### src/rtl/imem_loader_pkg.sv
// Shared types and constants for the instruction-memory image loader.
package imem_loader_pkg;

  localparam int LEN_W          = 16;
  localparam int BYTES_PER_WORD = 4;

  typedef enum logic [2:0] {
    LEN_HI,
    LEN_LO,
    DATA,
    CSUM,
    DONE,
    ERR_ST
  } state_t;

endpackage

### src/rtl/imem_loader_word_assembler.sv
// Packs a byte stream into big-endian 32-bit words; flags the word on its last byte.
module word_assembler
  import imem_loader_pkg::*;
(
  input  logic        clk,
  input  logic        reset,
  input  logic        clear,
  input  logic        byte_valid,
  input  logic [7:0]  byte_data,
  output logic        word_valid,
  output logic [31:0] word
);

  logic [1:0]  cnt;
  logic [23:0] shift;

  // The last byte is not stored; it completes the word combinationally.
  assign word_valid = byte_valid && (cnt == 2'(BYTES_PER_WORD - 1));
  assign word       = {shift, byte_data};

  always_ff @(posedge clk) begin
    if (!reset || clear) begin
      cnt   <= '0;
      shift <= '0;
    end else if (byte_valid) begin
      cnt   <= cnt + 2'd1;
      shift <= {shift[15:0], byte_data};
    end
  end

endmodule

### src/rtl/imem_loader.sv
// Streams a length/payload/checksum frame into instruction memory and releases the CPU once verified.
module imem_loader
  import imem_loader_pkg::*;
#(
  parameter int unsigned DEPTH     = 256,
  parameter logic [31:0] BASE_ADDR = 32'h0000_0000
) (
  input  logic              clk,
  input  logic              reset,
  input  logic [7:0]        in_data,
  input  logic              in_valid,
  output logic              in_ready,
  input  logic              restart,
  output logic              im_we,
  output logic [31:0]       im_addr,
  output logic [31:0]       im_wdata,
  output logic              cpu_hold,
  output logic              load_done,
  output logic              load_err,
  output logic [LEN_W-1:0]  words_loaded
);

  // state  | meaning
  // LEN_HI | waiting for upper byte of word count
  // LEN_LO | waiting for lower byte of word count
  // DATA   | receiving payload bytes, writing each completed word
  // CSUM   | waiting for checksum byte
  // DONE   | image verified, CPU released
  // ERR_ST | length or checksum error, CPU held

  state_t             state, state_next;
  logic [7:0]         len_hi_q;
  logic [LEN_W-1:0]   len_q;
  logic [LEN_W-1:0]   len_n;
  logic [7:0]         csum;
  logic               xfer;
  logic               restart_go;
  logic               word_valid;
  logic [31:0]        word;
  logic               last_word;

  assign xfer       = in_valid && in_ready;
  assign len_n      = {len_hi_q, in_data};
  assign restart_go = restart && (state == DONE || state == ERR_ST);
  assign last_word  = word_valid && ((words_loaded + 16'd1) == len_q);

  word_assembler u_asm (
    .clk        (clk),
    .reset      (reset),
    .clear      (restart_go),
    .byte_valid (xfer && (state == DATA)),
    .byte_data  (in_data),
    .word_valid (word_valid),
    .word       (word)
  );

  always_ff @(posedge clk) begin
    if (!reset) state <= LEN_HI;
    else        state <= state_next;
  end

  always_comb begin
    state_next = state;
    case (state)
      LEN_HI: if (xfer) state_next = LEN_LO;
      LEN_LO: begin
        if (xfer) begin
          if (32'(len_n) > DEPTH) state_next = ERR_ST;
          else if (len_n == '0)   state_next = CSUM;
          else                    state_next = DATA;
        end
      end
      DATA:   if (last_word) state_next = CSUM;
      CSUM:   if (xfer) state_next = (in_data == csum) ? DONE : ERR_ST;
      DONE,
      ERR_ST: if (restart) state_next = LEN_HI;
      default: state_next = LEN_HI;
    endcase
  end

  // Status outputs follow the next state so they are valid in the same cycle the state is entered.
  always_ff @(posedge clk) begin
    if (!reset) begin
      in_ready     <= 1'b1;
      cpu_hold     <= 1'b1;
      load_done    <= 1'b0;
      load_err     <= 1'b0;
      im_we        <= 1'b0;
      im_addr      <= BASE_ADDR;
      im_wdata     <= '0;
      words_loaded <= '0;
      len_hi_q     <= '0;
      len_q        <= '0;
      csum         <= '0;
    end else begin
      in_ready  <= (state_next != DONE) && (state_next != ERR_ST);
      cpu_hold  <= (state_next != DONE);
      load_done <= (state_next == DONE);
      load_err  <= (state_next == ERR_ST);
      im_we     <= word_valid;

      if (word_valid) begin
        im_wdata     <= word;
        im_addr      <= BASE_ADDR + {14'b0, words_loaded, 2'b00};
        words_loaded <= words_loaded + 16'd1;
      end

      if (xfer && state == LEN_HI) len_hi_q <= in_data;
      if (xfer && state == LEN_LO) len_q    <= len_n;
      if (xfer && state == DATA)   csum     <= csum ^ in_data;

      if (restart_go) begin
        words_loaded <= '0;
        csum         <= '0;
      end
    end
  end

endmodule
### config.mk
export PLATFORM = sky130hd
export DESIGN_NAME = imem_loader
export DESIGN_NICKNAME = d
export VERILOG_FILES = /design/src/rtl/imem_loader_pkg.sv /design/src/rtl/imem_loader_word_assembler.sv /design/src/rtl/imem_loader.sv
export SDC_FILE = /design/constraint.sdc
export NUM_CORES = 1
export LEC_CHECK = 0
export ABC_CLOCK_PERIOD_IN_PS = 2700
export CAP_MARGIN = 20
export CELL_PAD_IN_SITES_DETAIL_PLACEMENT = 0
export CELL_PAD_IN_SITES_GLOBAL_PLACEMENT = 2
export CORE_UTILIZATION = 31
export DETAILED_ROUTE_END_ITERATION = 7
export PLACE_DENSITY = 0.78
export SKIP_LAST_GASP = 1
export SYNTH_ARGS = -nofsm -noshare
export SYNTH_HDL_FRONTEND = slang
export SYNTH_SLANG_ARGS = --single-unit
### constraint.sdc
create_clock -name clk -period 2.7 [get_ports clk]
set_input_delay 0.405 -clock clk [delete_from_list [all_inputs] [get_ports clk]]
set_output_delay 0.405 -clock clk [all_outputs]
set_load 0.01 [all_outputs]
== Yosys cells after proc, flatten, opt, wreduce, memory -nomap -nowiden ==
Index checks and enable logic that the tools add are counted.

* Output and inout bits: 85
* Register bits: 130
* Input bits: 12
* Word-level logic and storage cells: 55

* Equality and inequality tests: 12
* Reductions and logical operators: 15
* Mux-type cells: 9
* Order comparisons: 1
* Bitwise operators: 2
* Add/subtract/negate cells: 2

{| class="wikitable"
|+ Operators with widths
! operator !! number
|-
| 3-bit two-way mux || 6
|-
| 16-bit by 1-bit adder with 16-bit output, second input constant || 1
|-
| 16-bit == test || 1
|-
| 16-bit by 9-bit > comparator with 1-bit output, second input constant || 1
|-
| 16-bit logical NOT || 1
|-
| 3-bit one-hot mux with 5 select lines || 1
|-
| 3-bit == test, second input constant || 4
|-
| 8-bit == test || 1
|-
| 1-bit logical AND || 8
|-
| 8-bit XOR || 1
|-
| 3-bit by 2-bit == test with 1-bit output, second input constant || 2
|-
| 3-bit != test, second input constant || 2
|-
| 2-bit OR reduction || 2
|-
| 3-bit by 1-bit == test with 1-bit output, second input constant || 1
|-
| 3-bit logical NOT || 1
|-
| 2-bit by 1-bit adder with 2-bit output, second input constant || 1
|-
| 2-bit == test, second input constant || 1
|-
| 1-bit logical OR || 2
|-
| 1-bit two-way mux || 2
|-
| 1-bit logical NOT || 1
|-
| 1-bit inverter || 1
|}

== Depth between registers and ports, before layout ==
Gate-level depths: netlist of the first run.

* Depth after elaboration: 8
* Depth in mapped cells: 8
* Mapped depth without buffers: 7

== Cells and area by module ==
Synthesis of the first run repeated with hierarchy kept, for this count alone.

* Cell total of the unflattened synthesis: 607
* Area, all modules: 5928.2 um^2

{| class="wikitable"
|+ Modules (own cells, without submodules)
! module !! instances !! area an instance (um^2) !! cells each !! seq. area each (um^2)
|-
| imem_loader || 1 || 4880.9 || 512 || 2082.0
|-
| word_assembler || 1 || 1047.3 || 95 || 520.5
|}

== Least setup slack after synthesis of the first run ==
OpenSTA, ideal clock, no wires.

* Kind: reg-to-reg
* From: register words_loaded[1]
* To: register state[0]
* Path slack: 664 ps
* Cell stages (with the launch flop): 8
* Buffers on the path: 0
* Setup time: 61 ps
* Arrival time: 1975 ps
* Data required time: 2639 ps
* Period minus slack after synthesis: 2036 ps
* Path through: dfxtp_1 ha_1 nand3_1 nor3_1 xnor2_1 a21oi_1 o41ai_1 and4_1

* Cells in the longest elaborated chain, start to end: 5

{| class="wikitable"
|+ RTL lines
! what !! RTL line !! text
|-
| from (decl) || imem_loader.sv:20 || <nowiki>output logic [LEN_W-1:0] words_loaded</nowiki>
|-
| from (signal assigned) || imem_loader.sv:105 || <nowiki>words_loaded <= words_loaded + 16'd1;</nowiki>
|-
| 16-bit by 1-bit adder with 16-bit output || imem_loader.sv:45 || <nowiki>assign last_word = word_valid && ((words_loaded + 16'd1) == len_q);</nowiki>
|-
| 16-bit == test || imem_loader.sv:45 ||
|-
| 1-bit logical AND || imem_loader.sv:45 ||
|-
| 3-bit two-way mux || imem_loader.sv:73 || <nowiki>DATA: if (last_word) state_next = CSUM;</nowiki>
|-
| 3-bit one-hot mux with 5 select lines || imem_loader.sv:64 || <nowiki>case (state)</nowiki>
|-
| to (signal assigned) || imem_loader.sv:59 || <nowiki>else state <= state_next;</nowiki>
|-
| to (decl) || imem_loader.sv:31 || <nowiki>state_t state, state_next;</nowiki>
|}

Every way passes these cells.
A chain may end at the register's enable or synchronous reset.

== Worst setup path after layout of the first run ==
Same ends and word-level chain as after synthesis.

==> run summary, run 1 <==
========================================================================================================
Largest voltage drop on the vdd net .......................................................       463 µV
H-Tree Level Count ........................................................................            4
Place WS ..................................................................................     0.137 ns
Remaining number of nets flagged by the antenna check after routing .......................            0
Global-route wire length before repair ....................................................      24.0 mm
Aggregate negative setup slack ............................................................         0 ns
Final clock skew ..........................................................................    0.0101 ns
CTS resizes ...............................................................................            0
Worst-case headroom to the max-slew limit .................................................        58.5%
Total global routing overflow .............................................................            0
Core Footprint ............................................................................    17900 µm²
Crit path max fanout ......................................................................            6
DRT iter0 DRCs ............................................................................          261
DR vias ...................................................................................         4772
Via density per instance ..................................................................         4.80
CTS tree ..................................................................................          yes
Synthesized flop and latch total ..........................................................          130
Cell chain of the critical path ........................................................... ha_1 -> nand3_1 -> nor3_1 -> xnor2_1 -> a21oi_1 -> o41ai_1 -> and4_1
Number of pins with negative max-slew slack in the final report ...........................            0
Number of sinks handled by clock tree synthesis ...........................................          130
Run status ................................................................................ complete, no violations
Number of endpoints failing setup at the final stage ......................................            0
Post-CTS clock slew at the launch and capture registers of the worst setup and hold paths .      0.06 ns
Layout cell share with drive strength beyond 1 ............................................        9.14%
Total clock buffers created by CTS ........................................................           17
Wirelength, routed ........................................................................      15.0 mm
Number of buffers inserted by post-CTS setup repair .......................................            0
Setup repair after global routing missed its margin .......................................        false
Initial antenna violation count ...........................................................            0
Final Critical Period .....................................................................      2.29 ns
Crit path buffers/inverters ...............................................................            0
Count of yosys warnings during synthesis ..................................................            0
Power, Total ..............................................................................      4590 µW
Largest net degree at the start of global routing .........................................           51
Kind of cell with the highest combined delay on the critical path ......................... simple AND/OR/NAND/NOR gates
Crit path required time ...................................................................      3.06 ns
Slew at the pin with the worst max-slew slack .............................................     0.620 ns
Die outline area ..........................................................................    18800 µm²
Highest-delay cell along the critical path ................................................      dfxtp_1
Leak Pwr ..................................................................................   0.00261 µW
Smallest hold slack .......................................................................     0.455 ns
Most used standard cells in the synthesized netlist ....................................... 174 x nand2_1, 130 x dfxtp_1, 56 x a21boi_0
Type of element capturing the critical path ...............................................         flop
Number of instances in the placed design ..................................................          963
Non-filler cells, final ...................................................................          995
Buffer cell driving the clock tree root ...................................................    clkbuf_16
Last weighted congestion value of the routability-driven placer ...........................        0.790
Avg WL per Cell ...........................................................................      15.1 µm
Aggregate global-route resource usage .....................................................        16.8%
Dominant cell type by area after synthesis ................................................      dfxtp_1
Unique masters post-synth .................................................................           50
DRC errors left ...........................................................................            0
Critical path's largest stage delay .......................................................      0.41 ns
Post-DP HPWL ..............................................................................      10.6 mm
Share of Yosys cell area claimed by the top area cell type ................................        46.0%
Class of the tightest hold or removal check ............................................... flop to flop
First-pass iteration count of the detailed router .........................................            6
Area added between synthesis and finish ...................................................        29.4%
Number of max-cap violations ..............................................................            0
Quantity of I/O buffers inserted on ports .................................................           80
Post-synthesis instance area ..............................................................     5660 µm²
Core Rows .................................................................................           49
Final number of hold-violating endpoints ..................................................            0
Main synth FF type ........................................................................      dfxtp_1
Number of synthesized flops with an enable pin ............................................            0
Crit path kind ............................................................................ flop to flop
Min setup slack post-route ................................................................     0.414 ns
Vias in the first global route ............................................................         4641
CP Data Arrival Time ......................................................................      2.65 ns
Die span in x .............................................................................       137 µm
Power per cell area .......................................................................   627 nW/µm²
Hold_buf cts ..............................................................................            0
Seq/Total Area, Yosys .....................................................................        46.0%
Largest cells by area after synthesis ..................................................... dfxtp_1 46%, nand2_1 12%, a21boi_0 7.4%
Initial core utilization ..................................................................        31.6%
Source-to-sink clock delay at the later pin of the worst-skew pair ........................      0.42 ns
Vert. Die Dim .............................................................................       137 µm
Synthesized area per cell .................................................................     8.40 µm²
Number of antenna cells inserted ..........................................................            0
Fmax ......................................................................................      438 MHz
Dominant cell by count in the synthesized netlist .........................................      nand2_1
Gate count of the mapped netlist ..........................................................          673
Async set or reset register ratio after synthesis .........................................           0%
# IOs .....................................................................................           97
Post-layout net count .....................................................................          767
Final critical-path share of the clock period .............................................        84.7%
Maximum number of buffers from clock root to sink .........................................            2
Type of origin of the critical path .......................................................         flop
========================================================================================================
[registers in the layout (all words and copies together), names as in the netlist, 2 cells and up]
signal        flops
im_addr          16
state             3
len_q            16
len_hi_q          8
im_wdata         32
words_loaded     16
csum              8
u_asm.shift      24
u_asm.cnt         2
[power breakdown]
part | switching [µW] | internal (µW) | total, µW
logic | 185 | 131 | 316
registers | 42.3 | 1960 | 2000
clock network | 888 | 1390 | 2270
total | 1110 | 3480 | 4590
[placed cells by master (no fill, tap or decap), types with 2 or more instances in the layout]
cell	netlist	layout
a211oi_1	2	2
a21boi_0	56	56
a21oi_1	33	33
a31oi_1	3	3
and2_1	2	2
and3_1	3	2
and4_1	3	3
buf_12	0	2
buf_4	16	25
bufinv_16	0	2
clkbuf_1	38	2
clkbuf_16	0	17
clkdlybuf4s50_1	0	79
clkinv_2	0	3
clkinvlp_4	0	4
conb_1	1	16
dfxtp_1	130	130
ha_1	2	2
inv_1	8	8
inv_6	0	3
mux2i_1	16	16
nand2_1	174	174
nand3_1	11	10
nand3b_1	2	2
nand4_1	6	6
nor2_1	30	30
nor2b_1	18	18
nor3_1	8	8
nor3b_1	2	2
nor4_1	5	5
o21ai_0	17	17
o41ai_1	2	2
or3_1	6	6
or4_1	3	3
or4_4	2	2
xnor2_1	18	18
xor2_1	29	29
[layout make-up]
type / count / area (µm²)
repair buffers: 107 / 1020
inverters: 8 / 30.0
multi-input cells: 489 / 2800
clock buffers: 20 / 447
clock inverters: 12 / 131
fillers: 1828 / 10600
well taps: 229 / 287
flip-flops and latches: 130 / 2600
[worst register-to-register path, stage by stage (launching register included)]
cell     delay [ns]
dfxtp_1        0.41
ha_1           0.34
nand3_1        0.26
nor3_1         0.36
xnor2_1        0.18
a21oi_1        0.11
o41ai_1        0.34
and4_1         0.23
[cells by family after synthesis]
group,synth area share [%]
and+or+nand+nor,22.7
xor gates and xnor gates,7.28
buffers and inverters,5.80
adders and majority gates,0.442
other,0.0663
AOI/OAI and AO/OA,14.8
muxes,2.83
DFF,46.0
[metal layers]
| layer | vias to the layer above | part of all wire, % | GRT usage, % | wire, µm |
|---|---|---|---|---|
| met5 | - | 0 | 0 | 0 |
| met4 | 0 | 2.1 | 7.75 | 312 |
| met3 | 22 | 2.9 | 3.37 | 437 |
| met2 | 90 | 49 | 28.5 | 7290 |
| met1 | 2274 | 46 | 20.5 | 6940 |
| li1 | 2386 | - | - | - |
[worst paths after layout]
path	start	end	slack, ns	cells past startpoint
worst min register to register	u_asm.shift[22]	u_asm.shift[22]	0.46	2
worst max-delay path	words_loaded[1]	state[0]	0.41	7
worst min-delay path	u_asm.shift[22]	u_asm.shift[22]	0.46	2
worst max register to register	words_loaded[1]	state[0]	0.41	7
[metrics by stage]
step                utilization (%)  area [µm²]
finish                         40.9        7320
floorplan                         -        5710
detailed placement             37.7        6740
global placement               37.7        6740
global route                   40.9        7320
CTS                            40.9        7320
No activity file was read; power rests on OpenSTA's default activity.
==> run 2, diff against run 1 <==
--- a/config.mk
+++ b/config.mk
@@ -5,13 +5,13 @@
 export SDC_FILE = /design/constraint.sdc
 export NUM_CORES = 1
 export LEC_CHECK = 0
-export ABC_CLOCK_PERIOD_IN_PS = 2700
+export ABC_CLOCK_PERIOD_IN_PS = 2000
 export CAP_MARGIN = 20
 export CELL_PAD_IN_SITES_DETAIL_PLACEMENT = 0
 export CELL_PAD_IN_SITES_GLOBAL_PLACEMENT = 2
-export CORE_UTILIZATION = 31
+export CORE_UTILIZATION = 28
 export DETAILED_ROUTE_END_ITERATION = 7
-export PLACE_DENSITY = 0.78
+export PLACE_DENSITY = 0.74
 export SKIP_LAST_GASP = 1
 export SYNTH_ARGS = -nofsm -noshare
 export SYNTH_HDL_FRONTEND = slang
==> constraint.sdc (replaced) <==
create_clock -name clk -period 2 [get_ports clk]
set_input_delay 0.3 -clock clk [delete_from_list [all_inputs] [get_ports clk]]
set_output_delay 0.3 -clock clk [all_outputs]
set_load 0.01 [all_outputs]
==> run 2 against run 1 <==
  * Design area grew 9.4%
  * Clock skew decreased by 0.0011 ns
  * Sequential power increased by 35%
  * Global-route usage shrank 0.95 points
  * Final cell count grew 9.2%
  * Setup slack worse by 0.39 ns
  * Routed wire length up 4.4%
  * Clock-buffer cell count grew 2
==> run summary, run 2 (synthesis gave the netlist of run 1 again) <==
========================================================================================================
CP Data Arrival Time ......................................................................      2.27 ns   was 2.65 ns
Class of the tightest hold or removal check ............................................... input pin to flop   was flop to flop
Setup slack, reg-to-reg ...................................................................      0.07 ns   was 0.41 ns
CTS tree ..................................................................................          yes   unchanged
Most common cell after layout, fill and taps aside ........................................      nand2_1   unchanged
Avg WL per Cell ...........................................................................      14.4 µm   was 15.1 µm
Type of element capturing the critical path ...............................................         flop   unchanged
Number of antenna cells inserted ..........................................................            0   unchanged
DRT iter0 DRCs ............................................................................          236   was 261
Post-CTS clock slew at the launch and capture registers of the worst setup and hold paths .      0.06 ns   about the same
Initial antenna violation count ...........................................................            0   unchanged
# IOs .....................................................................................           97   unchanged
Final critical-path share of the clock period .............................................        98.7%
Core Rows .................................................................................           51   was 49
Cell chain of the critical path ........................................................... clkdlybuf4s50_1 -> or4_4 -> or3_4 -> a311oi_2 -> a21oi_2 -> buf_4 -> and2_2   was ha_1 -> nand3_1 -> nor3_1 -> xnor2_1 -> a21oi_1 -> o41ai_1 -> and4_1
H-Tree Level Count ........................................................................            4   unchanged
Leading cell types in the layout, fill and taps excluded .................................. 174 x nand2_1, 122 x dfxtp_1, 78 x buf_4   was 174 x nand2_1, 130 x dfxtp_1, 79 x clkdlybuf4s50_1
Largest voltage drop on the vdd net .......................................................       495 µV   was 463 µV
Core Footprint ............................................................................    19700 µm²   was 17900 µm²
Via density per instance ..................................................................         4.60   was 4.80
Aggregate negative setup slack ............................................................         0 ns   unchanged
Initial core utilization ..................................................................        28.8%   was 31.6%
Non-filler cells, final ...................................................................         1087   was 995
Number of pins with negative max-slew slack in the final report ...........................            0   unchanged
DR vias ...................................................................................         5004   was 4772
Aggregate global-route resource usage .....................................................        15.9%   was 16.8%
Post-layout net count .....................................................................          824   was 767
Crit path buffers/inverters ...............................................................            2   was 0
Crit path kind ............................................................................ input pin to flop   was flop to flop
Critical path's largest stage delay .......................................................      0.53 ns   was 0.41 ns
Kind of cell with the highest combined delay on the critical path ......................... simple AND/OR/NAND/NOR gates   unchanged
Leak Pwr ..................................................................................   0.00299 µW   was 0.00261 µW
Area added between synthesis and finish ...................................................        41.5%   was 29.4%
Hold_buf cts ..............................................................................            0   unchanged
Remaining number of nets flagged by the antenna check after routing .......................            0   unchanged
Run status ................................................................................ complete, no violations   unchanged
Die outline area ..........................................................................    20800 µm²   was 18800 µm²
Final clock skew ..........................................................................   0.00904 ns   was 0.0101 ns
Die span in x .............................................................................       144 µm   was 137 µm
Wirelength, routed ........................................................................      15.6 mm   was 15.0 mm
Total clock buffers created by CTS ........................................................           17   unchanged
Final Critical Period .....................................................................      1.97 ns
Maximum number of buffers from clock root to sink .........................................            2   unchanged
Post-DP HPWL ..............................................................................      11.4 mm   was 10.6 mm
Crit path max fanout ......................................................................            3   was 6
DRC errors left ...........................................................................            0   unchanged
Number of instances in the placed design ..................................................         1052   was 963
Total global routing overflow .............................................................            0   unchanged
Layout cell share with drive strength beyond 1 ............................................        18.6%   was 9.14%
Number of endpoints failing setup at the final stage ......................................            0   unchanged
Highest-delay cell along the critical path ................................................        or4_4   was dfxtp_1
Largest net degree at the start of global routing .........................................           39   was 51
Crit path required time ...................................................................      2.30 ns   was 3.06 ns
Fmax ......................................................................................      507 MHz
Quantity of I/O buffers inserted on ports .................................................           80   unchanged
Max FFs per register ......................................................................           32   unchanged
Vias in the first global route ............................................................         4923   was 4641
Final number of hold-violating endpoints ..................................................            0   unchanged
Number of sinks handled by clock tree synthesis ...........................................          130   unchanged
Buffer cell driving the clock tree root ...................................................    clkbuf_16   unchanged
Top reg by flops ..........................................................................     im_wdata   unchanged
Source-to-sink clock delay at the later pin of the worst-skew pair ........................      0.42 ns   about the same
Last weighted congestion value of the routability-driven placer ...........................        0.814   was 0.790
Power per cell area .......................................................................   810 nW/µm²   was 627 nW/µm²
Vert. Die Dim .............................................................................       144 µm   was 137 µm
First-pass iteration count of the detailed router .........................................            5   was 6
Type of origin of the critical path .......................................................    input pin   was flop
Global-route wire length before repair ....................................................      25.2 mm   was 24.0 mm
Number of max-cap violations ..............................................................            0   unchanged
Biggest registers after layout ............................................................ im_wdata x32, u_asm.shift x24   unchanged
========================================================================================================
-- run 2: routing by layer --
metal	GRT usage (%)	vias to the layer above	part of all wire [%]
met5	0	-	0
met1	20.3	2359	47
li1	-	2500	-
met2	26.4	131	48
met4	5.04	0	1.2
met3	3.61	14	4.4
-- run 2: what timing repair did --
action	in CTS	in global routing
hold endpoints to repair	0	0
gates cloned	0	0
pin swaps	2	14
buffers inserted	0	4
endpoints found under the setup margin	1	3
gates resized for setup	9	28
-- run 2: cell type report --
type	instances	area, µm²
inverter	8	30.0
multi-input combinational	489	2910
sequential	130	2620
clock buffer	22	494
fill	2034	11600
clock inverter	9	128
timing repair buffer	164	1490
tap	265	332
-- run 2: report_power, final --
part	leakage, µW	total [µW]	switching (µW)	internal, µW
registers	0.00105	2690	51.8	2640
logic	0.00164	541	282	258
clock network	0.000300	3250	1140	2110
-- run 2: metrics by stage --
step	total power, µW	util (%)	instance area (µm²)	worst slack, ns	hold slack (ns)
finish	6480	40.7	8010	0.0260	0.323
global route	6760	40.7	8010	-0.0243	0.313
CTS	6550	40.0	7860	0.00157	0.311
detailed placement	3260	36.7	7220	-0.502	0.452
global placement	3250	36.7	7220	-0.428	0.445
floorplan	3040	-	5730	0.0241	0.437
-- run 2: final timing paths --
| check | start | to | depth (start not counted) |
|---|---|---|---|
| worst max-delay path | in_data[2] | load_done | 7 |
| worst min-delay path | reset | im_wdata[12] | 2 |
| worst max register to register | len_hi_q[7] | cpu_hold | 7 |
| worst min register to register | u_asm.shift[19] | u_asm.shift[19] | 2 |
==> run 3, diff against run 2 <==
--- a/config.mk
+++ b/config.mk
@@ -5,7 +5,6 @@
 export SDC_FILE = /design/constraint.sdc
 export NUM_CORES = 1
 export LEC_CHECK = 0
-export ABC_CLOCK_PERIOD_IN_PS = 2000
 export CAP_MARGIN = 20
 export CELL_PAD_IN_SITES_DETAIL_PLACEMENT = 0
 export CELL_PAD_IN_SITES_GLOBAL_PLACEMENT = 2
==> results of run 3 <==
Same layout as run 2: the final DEF is identical, and so are final timing and power.
